`src/rtl/muldiv_iter_pkg.sv`:
```
// Shared definitions for the iterative multiply/divide unit: opcode and
// FSM encodings plus small opcode-decode helpers.
package muldiv_iter_pkg;

    // Opcode encoding seen on the op input.
    typedef enum logic [2:0] {
        MD_MUL    = 3'b000,
        MD_MULH   = 3'b001,
        MD_MULHSU = 3'b010,
        MD_MULHU  = 3'b011,
        MD_DIV    = 3'b100,
        MD_DIVU   = 3'b101,
        MD_REM    = 3'b110,
        MD_REMU   = 3'b111
    } md_op_e;

    // Controller states; the raw encoding is also exported on dbg_state.
    typedef enum logic [1:0] {
        ST_IDLE = 2'd0,
        ST_RUN  = 2'd1,
        ST_FIN  = 2'd2
    } md_state_e;

    // Divide family (DIV/DIVU/REM/REMU) is selected by the top opcode bit.
    function automatic logic md_is_div(input logic [2:0] op);
        return op[2];
    endfunction

    // Remainder ops take their result sign from the dividend only.
    function automatic logic md_is_rem(input logic [2:0] op);
        return op[2] & op[1];
    endfunction

    // Multiply ops that return the upper half of the product.
    function automatic logic md_is_mul_hi(input logic [2:0] op);
        return ~op[2] & (op[1:0] != 2'b00);
    endfunction

    // Operand A is interpreted as signed.
    function automatic logic md_is_signed_a(input logic [2:0] op);
        return (op == MD_MULH) || (op == MD_MULHSU) ||
               (op == MD_DIV)  || (op == MD_REM);
    endfunction

    // Operand B is interpreted as signed.
    function automatic logic md_is_signed_b(input logic [2:0] op);
        return (op == MD_MULH) || (op == MD_DIV) || (op == MD_REM);
    endfunction

endpackage

```
`src/rtl/muldiv_iter_step.sv`:
```
// One radix-2 iteration of the shared multiply/divide datapath.
// The datapath is a {hi, lo} register pair plus an operand register:
//   multiply: hi = partial product, lo = multiplier (consumed LSB first),
//             opb = multiplicand magnitude.
//   divide:   hi = partial remainder (WIDTH+1 bits), lo = dividend shifting
//             out MSB first while quotient bits shift in, opb = divisor.
import muldiv_iter_pkg::*;

module muldiv_iter_step #(
    parameter int WIDTH = 32
) (
    input  logic             is_div_i,
    input  logic [WIDTH:0]   hi_i,
    input  logic [WIDTH-1:0] lo_i,
    input  logic [WIDTH-1:0] opb_i,
    output logic [WIDTH:0]   hi_o,
    output logic [WIDTH-1:0] lo_o
);

    logic [WIDTH:0] mul_addend;
    logic [WIDTH:0] mul_sum;
    logic [WIDTH:0] div_shifted;
    logic [WIDTH:0] div_trial;

    // Shift-add and trial-subtract are both evaluated; is_div_i selects one.
    always_comb begin
        // Multiply: conditionally add the multiplicand, then shift the whole
        // accumulator right by one. hi stays below 2^WIDTH before the add, so
        // the WIDTH+1-bit sum never overflows.
        mul_addend = lo_i[0] ? {1'b0, opb_i} : '0;
        mul_sum    = hi_i + mul_addend;

        // Divide: bring the next dividend bit into the remainder and try to
        // subtract the divisor. A set MSB on the trial means it went negative,
        // so the shifted remainder is kept (restoring step).
        div_shifted = {hi_i[WIDTH-1:0], lo_i[WIDTH-1]};
        div_trial   = div_shifted - {1'b0, opb_i};

        hi_o = {1'b0, mul_sum[WIDTH:1]};
        lo_o = {mul_sum[0], lo_i[WIDTH-1:1]};
        if (is_div_i) begin
            if (!div_trial[WIDTH]) begin
                hi_o = div_trial;
                lo_o = {lo_i[WIDTH-2:0], 1'b1};
            end else begin
                hi_o = div_shifted;
                lo_o = {lo_i[WIDTH-2:0], 1'b0};
            end
        end
    end

endmodule

```
`src/rtl/muldiv_iter.sv`:
```
// Iterative multiply/divide unit for the execute stage. Operands are reduced
// to magnitudes on acceptance, a radix-2 step runs once per cycle, and the
// sign is restored when the result is selected. Latency is fixed for every
// opcode: WIDTH active steps plus one terminal RUN cycle, then one FIN cycle
// in which done pulses.
//
// Handshake: start is sampled only in IDLE and is ignored whenever the unit is
// busy (RUN or FIN); flush kills the operation from any state and takes
// priority over start; done is high for exactly the FIN cycle, during which y
// and div_by_zero are already valid and then held until the next FIN.
import muldiv_iter_pkg::*;

module muldiv_iter #(
    parameter int WIDTH = 32
) (
    input  logic             clk,
    input  logic             rst_n,
    input  logic             start,
    input  logic             flush,
    input  logic [2:0]       op,
    input  logic [WIDTH-1:0] a,
    input  logic [WIDTH-1:0] b,
    output logic             busy,
    output logic             done,
    output logic [WIDTH-1:0] y,
    output logic             div_by_zero,
    output logic [1:0]       dbg_state
);

    localparam int CNT_W = $clog2(WIDTH + 1);

    md_state_e        state_q, state_d;
    logic [CNT_W-1:0] cnt_q, cnt_d;
    logic [2:0]       op_q, op_d;
    logic             sign_q, sign_d;
    logic             dbz_q, dbz_d;
    logic [WIDTH:0]   acc_hi_q, acc_hi_d;
    logic [WIDTH-1:0] acc_lo_q, acc_lo_d;
    logic [WIDTH-1:0] opb_q, opb_d;
    logic [WIDTH-1:0] y_q, y_d;
    logic             dbz_out_q, dbz_out_d;

    // Operand conditioning at acceptance time.
    logic             a_neg, b_neg;
    logic [WIDTH-1:0] a_mag, b_mag;

    // Single-iteration datapath outputs.
    logic [WIDTH:0]   step_hi;
    logic [WIDTH-1:0] step_lo;

    // Result formation from the finished accumulator.
    logic [2*WIDTH-1:0] prod_raw, prod_fix;
    logic [WIDTH-1:0]   quot_fix, rem_fix, result;

    muldiv_iter_step #(
        .WIDTH (WIDTH)
    ) u_step (
        .is_div_i (md_is_div(op_q)),
        .hi_i     (acc_hi_q),
        .lo_i     (acc_lo_q),
        .opb_i    (opb_q),
        .hi_o     (step_hi),
        .lo_o     (step_lo)
    );

    // Magnitudes of the incoming operands; the unsigned value of |MIN_INT| is
    // 2^(WIDTH-1), which still fits in WIDTH bits, so no magnitude bit is lost.
    always_comb begin
        a_neg = md_is_signed_a(op) & a[WIDTH-1];
        b_neg = md_is_signed_b(op) & b[WIDTH-1];
        a_mag = a_neg ? (~a + 1'b1) : a;
        b_mag = b_neg ? (~b + 1'b1) : b;
    end

    // Sign fix and result select. Division by zero naturally leaves the
    // remainder equal to |a| (which the sign fix turns back into a), but the
    // quotient must be forced to all ones regardless of the dividend sign.
    always_comb begin
        prod_raw = {acc_hi_q[WIDTH-1:0], acc_lo_q};
        prod_fix = sign_q ? (~prod_raw + 1'b1) : prod_raw;
        quot_fix = sign_q ? (~acc_lo_q + 1'b1) : acc_lo_q;
        rem_fix  = sign_q ? (~acc_hi_q[WIDTH-1:0] + 1'b1) : acc_hi_q[WIDTH-1:0];

        if (md_is_rem(op_q)) begin
            result = rem_fix;
        end else if (md_is_div(op_q)) begin
            result = dbz_q ? '1 : quot_fix;
        end else if (md_is_mul_hi(op_q)) begin
            result = prod_fix[2*WIDTH-1:WIDTH];
        end else begin
            result = prod_fix[WIDTH-1:0];
        end
    end

    // Next-state, datapath and result-register update.
    always_comb begin
        state_d   = state_q;
        cnt_d     = cnt_q;
        op_d      = op_q;
        sign_d    = sign_q;
        dbz_d     = dbz_q;
        acc_hi_d  = acc_hi_q;
        acc_lo_d  = acc_lo_q;
        opb_d     = opb_q;
        y_d       = y_q;
        dbz_out_d = dbz_out_q;

        unique case (state_q)
            ST_IDLE: begin
                if (start && !flush) begin
                    state_d  = ST_RUN;
                    cnt_d    = CNT_W'(WIDTH);
                    op_d     = op;
                    sign_d   = md_is_rem(op) ? a_neg : (a_neg ^ b_neg);
                    dbz_d    = md_is_div(op) && (b == '0);
                    acc_hi_d = '0;
                    if (md_is_div(op)) begin
                        acc_lo_d = a_mag;
                        opb_d    = b_mag;
                    end else begin
                        acc_lo_d = b_mag;
                        opb_d    = a_mag;
                    end
                end
            end
            ST_RUN: begin
                if (flush) begin
                    state_d = ST_IDLE;
                end else if (cnt_q != '0) begin
                    acc_hi_d = step_hi;
                    acc_lo_d = step_lo;
                    cnt_d    = cnt_q - CNT_W'(1);
                end else begin
                    // Terminal RUN cycle: capture the result so it is valid
                    // throughout FIN alongside done.
                    state_d   = ST_FIN;
                    y_d       = result;
                    dbz_out_d = dbz_q;
                end
            end
            ST_FIN: begin
                state_d = ST_IDLE;
            end
            default: begin
                state_d = ST_IDLE;
            end
        endcase
    end

    // State and datapath registers, cleared asynchronously.
    always_ff @(posedge clk or negedge rst_n) begin
        if (!rst_n) begin
            state_q   <= ST_IDLE;
            cnt_q     <= '0;
            op_q      <= '0;
            sign_q    <= 1'b0;
            dbz_q     <= 1'b0;
            acc_hi_q  <= '0;
            acc_lo_q  <= '0;
            opb_q     <= '0;
            y_q       <= '0;
            dbz_out_q <= 1'b0;
        end else begin
            state_q   <= state_d;
            cnt_q     <= cnt_d;
            op_q      <= op_d;
            sign_q    <= sign_d;
            dbz_q     <= dbz_d;
            acc_hi_q  <= acc_hi_d;
            acc_lo_q  <= acc_lo_d;
            opb_q     <= opb_d;
            y_q       <= y_d;
            dbz_out_q <= dbz_out_d;
        end
    end

    assign busy        = (state_q != ST_IDLE);
    assign done        = (state_q == ST_FIN);
    assign y           = y_q;
    assign div_by_zero = dbz_out_q;
    assign dbg_state   = state_q;

endmodule

```
`config.mk`:
```
export PLATFORM = sky130hd
export DESIGN_NAME = muldiv_iter
export DESIGN_NICKNAME = d
export VERILOG_FILES = /design/src/rtl/muldiv_iter_pkg.sv /design/src/rtl/muldiv_iter_step.sv /design/src/rtl/muldiv_iter.sv
export SDC_FILE = /design/constraint.sdc
export NUM_CORES = 1
export LEC_CHECK = 0
export ABC_AREA = 1
export CORE_ASPECT_RATIO = 0.6
export CORE_MARGIN = 5
export CORE_UTILIZATION = 35
export CTS_CLUSTER_DIAMETER = 50
export CTS_CLUSTER_SIZE = 40
export DETAILED_ROUTE_END_ITERATION = 16
export PLACE_DENSITY_LB_ADDON = 0.12
export SLEW_MARGIN = 20
export SYNTH_ARGS = -nofsm -noshare
export SYNTH_HDL_FRONTEND = slang
export SYNTH_HIERARCHICAL = 1
export SYNTH_SLANG_ARGS = --single-unit
```
`constraint.sdc`:
```
create_clock -name clk -period 2.9 [get_ports clk]
set_input_delay 0.435 -clock clk [delete_from_list [all_inputs] [get_ports clk]]
set_output_delay 0.435 -clock clk [all_outputs]
set_load 0.01 [all_outputs]
```
* After elaboration in Yosys (flattened, before gate mapping)
Index checks and enable logic that the tools add are counted.
W data, S select, Z words.
** Storage, ports and cells
- Flip-flop bits (word level) :: 143
- Latch bits :: 0
- Bits in writable memories :: 0
- Memory bits (read-only) :: 0
- Bits of input ports :: 71
- Output and inout port bits :: 37
- Word-level logic and storage cells :: 93
- Memories :: 0
** Operators by class
- Add/subtract/negate cells :: 8
- $mul :: 0
- Divide/modulo/power cells :: 0
- Order comparisons :: 0
- Equal/unequal tests :: 10
- Shift-type cells :: 0
- Multiplexer cells :: 33
- Bitwise operators :: 14
- Reduce and logical (&&, ||, !) cells :: 18
** Operators by type and width (count)
- $mux W32 :: 15
- $mux W33 :: 5
- $add A32 B1 Y32 const B :: 4
- $not A32 Y32 :: 4
- $pmux W33 S2 :: 1
- $add A64 B1 Y64 const B :: 1
- $mux W64 :: 1
- $not A64 Y64 :: 1
- $pmux W32 S2 :: 1
- $add A33 B33 Y33 :: 1
- $sub A33 B32 Y33 :: 1
- $logic_not A32 Y1 :: 1
- $mux W6 :: 3
- $pmux W6 S2 :: 1
- $eq A3 B3 Y1 const B :: 2
- $mux W2 :: 3
- $ne A2 B2 Y1 const B :: 3
- $reduce_bool A2 Y1 :: 3
- $reduce_bool A6 Y1 :: 1
- $sub A6 B1 Y6 const B :: 1
- $and A1 B1 Y1 :: 5
- $logic_or A1 B1 Y1 :: 5
- $pmux W2 S2 :: 1
- $reduce_and A2 Y1 :: 2
- other kinds (13) :: 17

* Longest topological paths before layout
- Depth after elaboration :: 9
- Depth in mapped cells :: 21

* Hierarchy
Netlist, hierarchy kept.
** By module, submodules not included
- muldiv_iter :: times used 1, cells an instance 1889, area each 11659.9 um^2
- muldiv_iter_step :: times used 1, cells an instance 1308, area each 6038.3 um^2

* Least setup slack after synthesis
OpenSTA, ideal clock, no wires.
- Path kind :: reg2reg
- Start :: reg acc_lo_q[31]
- End :: reg acc_hi_q[2]
- Data arrival time :: 2.905 ns
- Data required time :: 2.833 ns
- Setup slack :: -0.072 ns
- Cell stages (with the launch flop) :: 20
- Path buffers :: 2
- Clock period less this slack :: 2.972 ns
- Path through :: dfrtp_1 -> inv_1 -> ha_1 -> fa_1 -> inv_1 -> nand3_1 -> nand3_1 -> nand3_1 -> nand3_1 -> nand2_1 -> nand2_1 -> nand2_1 -> nand3_1 -> ha_1 -> clkbuf_1 -> inv_1 -> clkbuf_1 -> a21oi_1 -> a32oi_1 -> a32o_1
** Between the ends
- Word-level cells in the longest chain between the ends :: 6
** Ends and longest elaborated chain
- start, declared :: line muldiv_iter.sv:38 : logic [WIDTH-1:0] acc_lo_q, acc_lo_d;
- start signal, assigned :: line muldiv_iter.sv:170 : acc_lo_q <= acc_lo_d;
- $sub A33 B32 Y33 :: line muldiv_iter_step.sv:37 : div_trial = div_shifted - {1'b0, opb_i};
- $mux W33 :: line muldiv_iter_step.sv:42 : if (!div_trial[WIDTH]) begin
- $mux W33 :: line muldiv_iter_step.sv:41 : if (is_div_i) begin
- net step_hi[2] :: line muldiv_iter.sv:48 : logic [WIDTH:0] step_hi;
- $mux W33 :: line muldiv_iter.sv:129 : end else if (cnt_q != '0) begin
- $mux W33 :: line muldiv_iter.sv:127 : if (flush) begin
- $pmux W33 S2 :: line muldiv_iter.sv:108 : unique case (state_q)
- end signal, assigned :: line muldiv_iter.sv:169 : acc_hi_q <= acc_hi_d;
- end, declared :: line muldiv_iter.sv:37 : logic [WIDTH:0] acc_hi_q, acc_hi_d;
The timed path passes the listed nets, and every way through them passes these cells. The select of a mux whose other input is x is not followed.
A chain may end at the register's enable or synchronous reset.

* Final worst setup path
- Start :: reg opb_q[14]
- End :: reg acc_hi_q[2]
** Between the ends
- Word-level cells in the longest chain between the ends :: 6
** Ends and longest elaborated chain
- start, declared :: line muldiv_iter.sv:39 : logic [WIDTH-1:0] opb_q, opb_d;
- start signal, assigned :: line muldiv_iter.sv:171 : opb_q <= opb_d;
- $sub A33 B32 Y33 :: line muldiv_iter_step.sv:37
- $mux W33 :: line muldiv_iter_step.sv:42
- $mux W33 :: line muldiv_iter_step.sv:41
- net step_hi[2] :: line muldiv_iter.sv:48
- $mux W33 :: line muldiv_iter.sv:129
- $mux W33 :: line muldiv_iter.sv:127
- $pmux W33 S2 :: line muldiv_iter.sv:108
The timed path passes the listed nets, and every way through them passes these cells. The select of a mux whose other input is x is not followed.

==> metrics.md <==
| Metric | Value |
|---|---|
| Main flop type after synthesis | `dfrtp_1` |
| Max-cap violations | `0` |
| Worst Skew | `23.17 ps` |
| First-pass GRT wire length | `136.1 mm` |
| Outcome | `complete, but fails checks` |
| Nets | `3601` |
| Sw Share | `56.81%` |
| FFs w/ async S/R, synth | `100.0%` |
| Final number of hold-violating endpoints | `0` |
| Syn avg cell area | `5.536 um2` |
| Share of cells above drive strength 1 | `11.42%` |
| Synth unique cells | `56` |
| Reg power frac | `15.2%` |
| Final TNS setup | `-15.27 ps` |
| Total CTS buffers | `17` |
| Pleak | `11.53 nW` |
| Power per cell area | `1114 nW/um2` |
| Final min period | `2915 ps` |
| Mapped Area | `17700 um2` |
| Dpl ws | `-199.0 ps` |
| Buf+Inv Stages, Crit Path | `4` |
| Crit Path Max Fanout | `13` |
| Worst hold path class | `reg -> reg` |
| R2R cell count | `19` |
| Failing checks | `negative setup slack` |
| CTS tree | `built` |
| Crit Path Class | `reg -> reg` |
| Crit-path most repeated cell | `nand2_2` |
| # rows | `63` |
| Final period utilization | `100.5%` |
| Hold_ws | `487.3 ps` |
| Most common cell after layout, fill and taps aside | `nand2_1` |
| Syn_nets | `3342` |
| Clock Power Share | `9.9%` |
| Area delta synth->final | `24.34%` |
| Vias | `22529` |
| Fill count | `5459` |
| Per-cell routed wire length | `23.12 um` |
| GR Util All Layers | `33.28%` |
| Grt ovf | `0` |
| Post-synth EDFFs | `0` |
| Area of the die | `55310 um2` |
| Clk root buf | `clkbuf_16` |
| Arr. time, crit path | `3320 ps` |
| DRT iter0 DRCs | `3171` |
| Worst-Margin Slew | `901.8 ps` |
| Top delay family on crit path | `compound AO/OA/AOI/OAI gates` |
| Drt total wl | `95.26 mm` |
| DRT antenna net count | `0` |
| WP depth | `19` |
| Via density | `5.468` |
| RePlAce Congestion | `1.040` |
| Critical Path, Cell by Cell | `inv_2 -> ha_4 -> nand2_1 -> inv_1 -> nand2_1 -> nand2_2 -> nand2_2 -> nand2_2 -> a21oi_4 -> nand2_2 -> nand2_2 -> nand3_4 -> ha_4 -> inv_2 -> buf_12 -> a21oi_2 -> o21ai_1 -> a32oi_1 -> a32o_1` |
| Crit start category | `flip-flop` |
| CP required | `3310 ps` |
| Initial antenna violation count | `0` |
| Post-route setup slack | `-15.27 ps` |
| Slowest stage cell, crit path | `dfrtp_1` |
| Die X | `300.3 um` |
| Clk buf depth | `2` |
| Crit-path max cell delay | `450 ps` |
| IO Pins | `108` |
| Synth Instances | `3197` |
| #FFs+latches synth | `143` |
| Worst setup EP type | `flip-flop` |
| H-Tree Depth | `4` |
| Port bufs | `107` |
| Largest net degree at the start of global routing | `62` |
| # DRC | `0` |
| Slew Viols, Final | `0` |
| Commonest cells after routing, fill and taps aside | `1079 x nand2_1, 423 x inv_1, 398 x nor2_1` |
| Synth warn | `6` |
| # clock sinks | `143` |
| Clk_lat worst skew | `470 ps` |
| Final Core Density | `44.31%` |
| Combinational share of power | `74.9%` |
| Total power draw | `0.02451 W` |
| Drt pass-1 iters | `5` |
| Detailed-placement wirelength estimate | `79.12 mm` |
| Worst VDD drop | `0.4971 mV` |
| Fmax | `0.3430 GHz` |
| Int Pwr | `0.01058 W` |
| Initial Util | `35.64%` |
| Clock Pin Slew Worst Setup and Hold Paths | `80 ps` |
| Die Height | `184.2 um` |
| Placeable Area | `49660 um2` |
| Worst relative slew slack | `39.68%` |
| Switch Pwr | `0.01392 W` |
| Vias in the first global route | `20498` |
| Sequential-to-total area share from yosys stat | `20.22%` |
| Hold depth | `2` |
| RSZ-0062 raised after global routing | `yes` |
| Setup-failing EPs final | `1` |
-- metrics by stage --
stage / cells / cell area, um2
6_report: 4120 / 22010
5_1_grt: 4119 / 22000
4_1_cts: 4109 / 21550
3_5_place_dp: 4076 / 20920
3_3_place_gp: 4076 / 20920
2_1_floorplan: 3197 / 17700
-- sequential cells by signal, summed over array words and instances (netlist names), 2 cells and up --
name,count
acc_hi_q,33
acc_lo_q,32
opb_q,32
y,32
cnt_q,6
op_q,3
dbg_state,2
-- what timing repair did --
item | in CTS | in global routing
hold endpoints to repair | 9 | 0
hold buffers | 1 | 0
buffers inserted | 0 | 7
cloned | 0 | 3
endpoints found under the setup margin | 33 | 43
gates resized for setup | 6 | 75
pin swaps | 0 | 17
-- area by class of cell --
cell class / instances / area, um2 / area share, %
clock inverters: 11 / 118.9 / 0.5401
inverters: 446 / 1679 / 7.630
flip-flops and latches: 143 / 3583 / 16.28
clock buffers: 21 / 480.5 / 2.183
repair buffers: 334 / 2982 / 13.55
multi-input cells: 2514 / 12350 / 56.11
diodes: 1 / 2.502 / 0.01137
well taps: 650 / 813.3 / 3.696
-- synthesized netlist by cell type (2+ instances only) --
library cell  instances  area share (%)
a32o_1                3            0.17
or2_1                 3            0.11
nand3_2               2            0.11
inv_1               433             9.2
fa_1                  2            0.23
buf_2                29            0.82
nor2_4                2            0.13
a22o_1                2           0.099
buf_4                 4            0.17
a21oi_1             203             5.7
o22ai_1               4            0.14
ha_1                 72             5.1
or2_2                 5            0.18
inv_2                 9            0.19
nand3_1             254             7.2
nor2_1              407             8.6
xnor2_1              13            0.64
nand3b_1              8            0.34
dfrtp_1             143              20
o21ai_0             180             5.1
and2_1                2           0.071
a22oi_1              15            0.64
xor2_1               57             2.8
a21o_1                3            0.13
a31oi_1               2           0.071
clkbuf_1             52             1.1
a32oi_1               3            0.15
o21ai_2               7            0.35
nand4_1              26            0.92
xnor2_2               3            0.28
nor4_1                3            0.11
o21bai_1             10            0.42
buf_1                 4           0.085
buf_6                 3            0.19
nor2_2               15            0.53
nand2_2              18            0.64
o211ai_1             39             1.7
nor3_1               26            0.74
o21ai_1              21            0.59
clkinv_1              3           0.064
nand2_1            1092              23
-- power groups by stage --
stage	logic, W	registers (W)	clock network [W]
6_report	0.0183	0.00374	0.00242
2_1_floorplan	0.00914	0.00367	0
4_1_cts	0.0168	0.00367	0.00246
5_1_grt	0.0197	0.00383	0.00254
3_5_place_dp	0.0166	0.00370	0
3_3_place_gp	0.0166	0.00367	0
-- path summary, 6_finish.rpt --
| path | slack [ps] | end | from |
|---|---|---|---|
| setup / recovery | -20 | acc_hi_q[2]$_DFFE_PN0P_ | opb_q[14]$_DFFE_PN0P_ |
| hold / removal | 490 | y[12]$_DFFE_PN0P_ | y[12]$_DFFE_PN0P_ |
| setup reg to reg | -20 | acc_hi_q[2]$_DFFE_PN0P_ | opb_q[14]$_DFFE_PN0P_ |
| hold reg to reg | 490 | y[12]$_DFFE_PN0P_ | y[12]$_DFFE_PN0P_ |
| max in group asynchronous | 1440 | y[13]$_DFFE_PN0P_ | rst_n |
| min in group asynchronous | 560 | acc_hi_q[22]$_DFFE_PN0P_ | rst_n |
-- layer usage --
metal  wire [um]  GRT usage, %  vias to the layer above
met5           0             0                        -
met4        1616         6.071                        0
met3       14270         15.89                       86
met2       34730         43.15                     1192
met1       44650         49.51                    10574
li1            -             -                    10677
-- worst reg2reg max path, cell delays in order, from the launching register on --
cell     delay (ps)
dfrtp_1         450
inv_2           120
ha_4            200
nand2_1          90
inv_1            40
nand2_1          80
nand2_2          80
nand2_2          70
nand2_2          90
a21oi_4         190
nand2_2          80
nand2_2          70
nand3_4          80
ha_4            420
inv_2            70
buf_12          150
a21oi_2         120
o21ai_1          80
a32oi_1         190
a32o_1          180
-- logic make-up after synthesis --
logic type	share of synthesized area, %
AOI/OAI and AO/OA	15.59
DFF	20.22
adders and majority gates	5.316
buffers and inverters	11.98
xor gates and xnor gates	3.740
and+or+nand+nor	43.15
(Power assumes the default switching activity.)
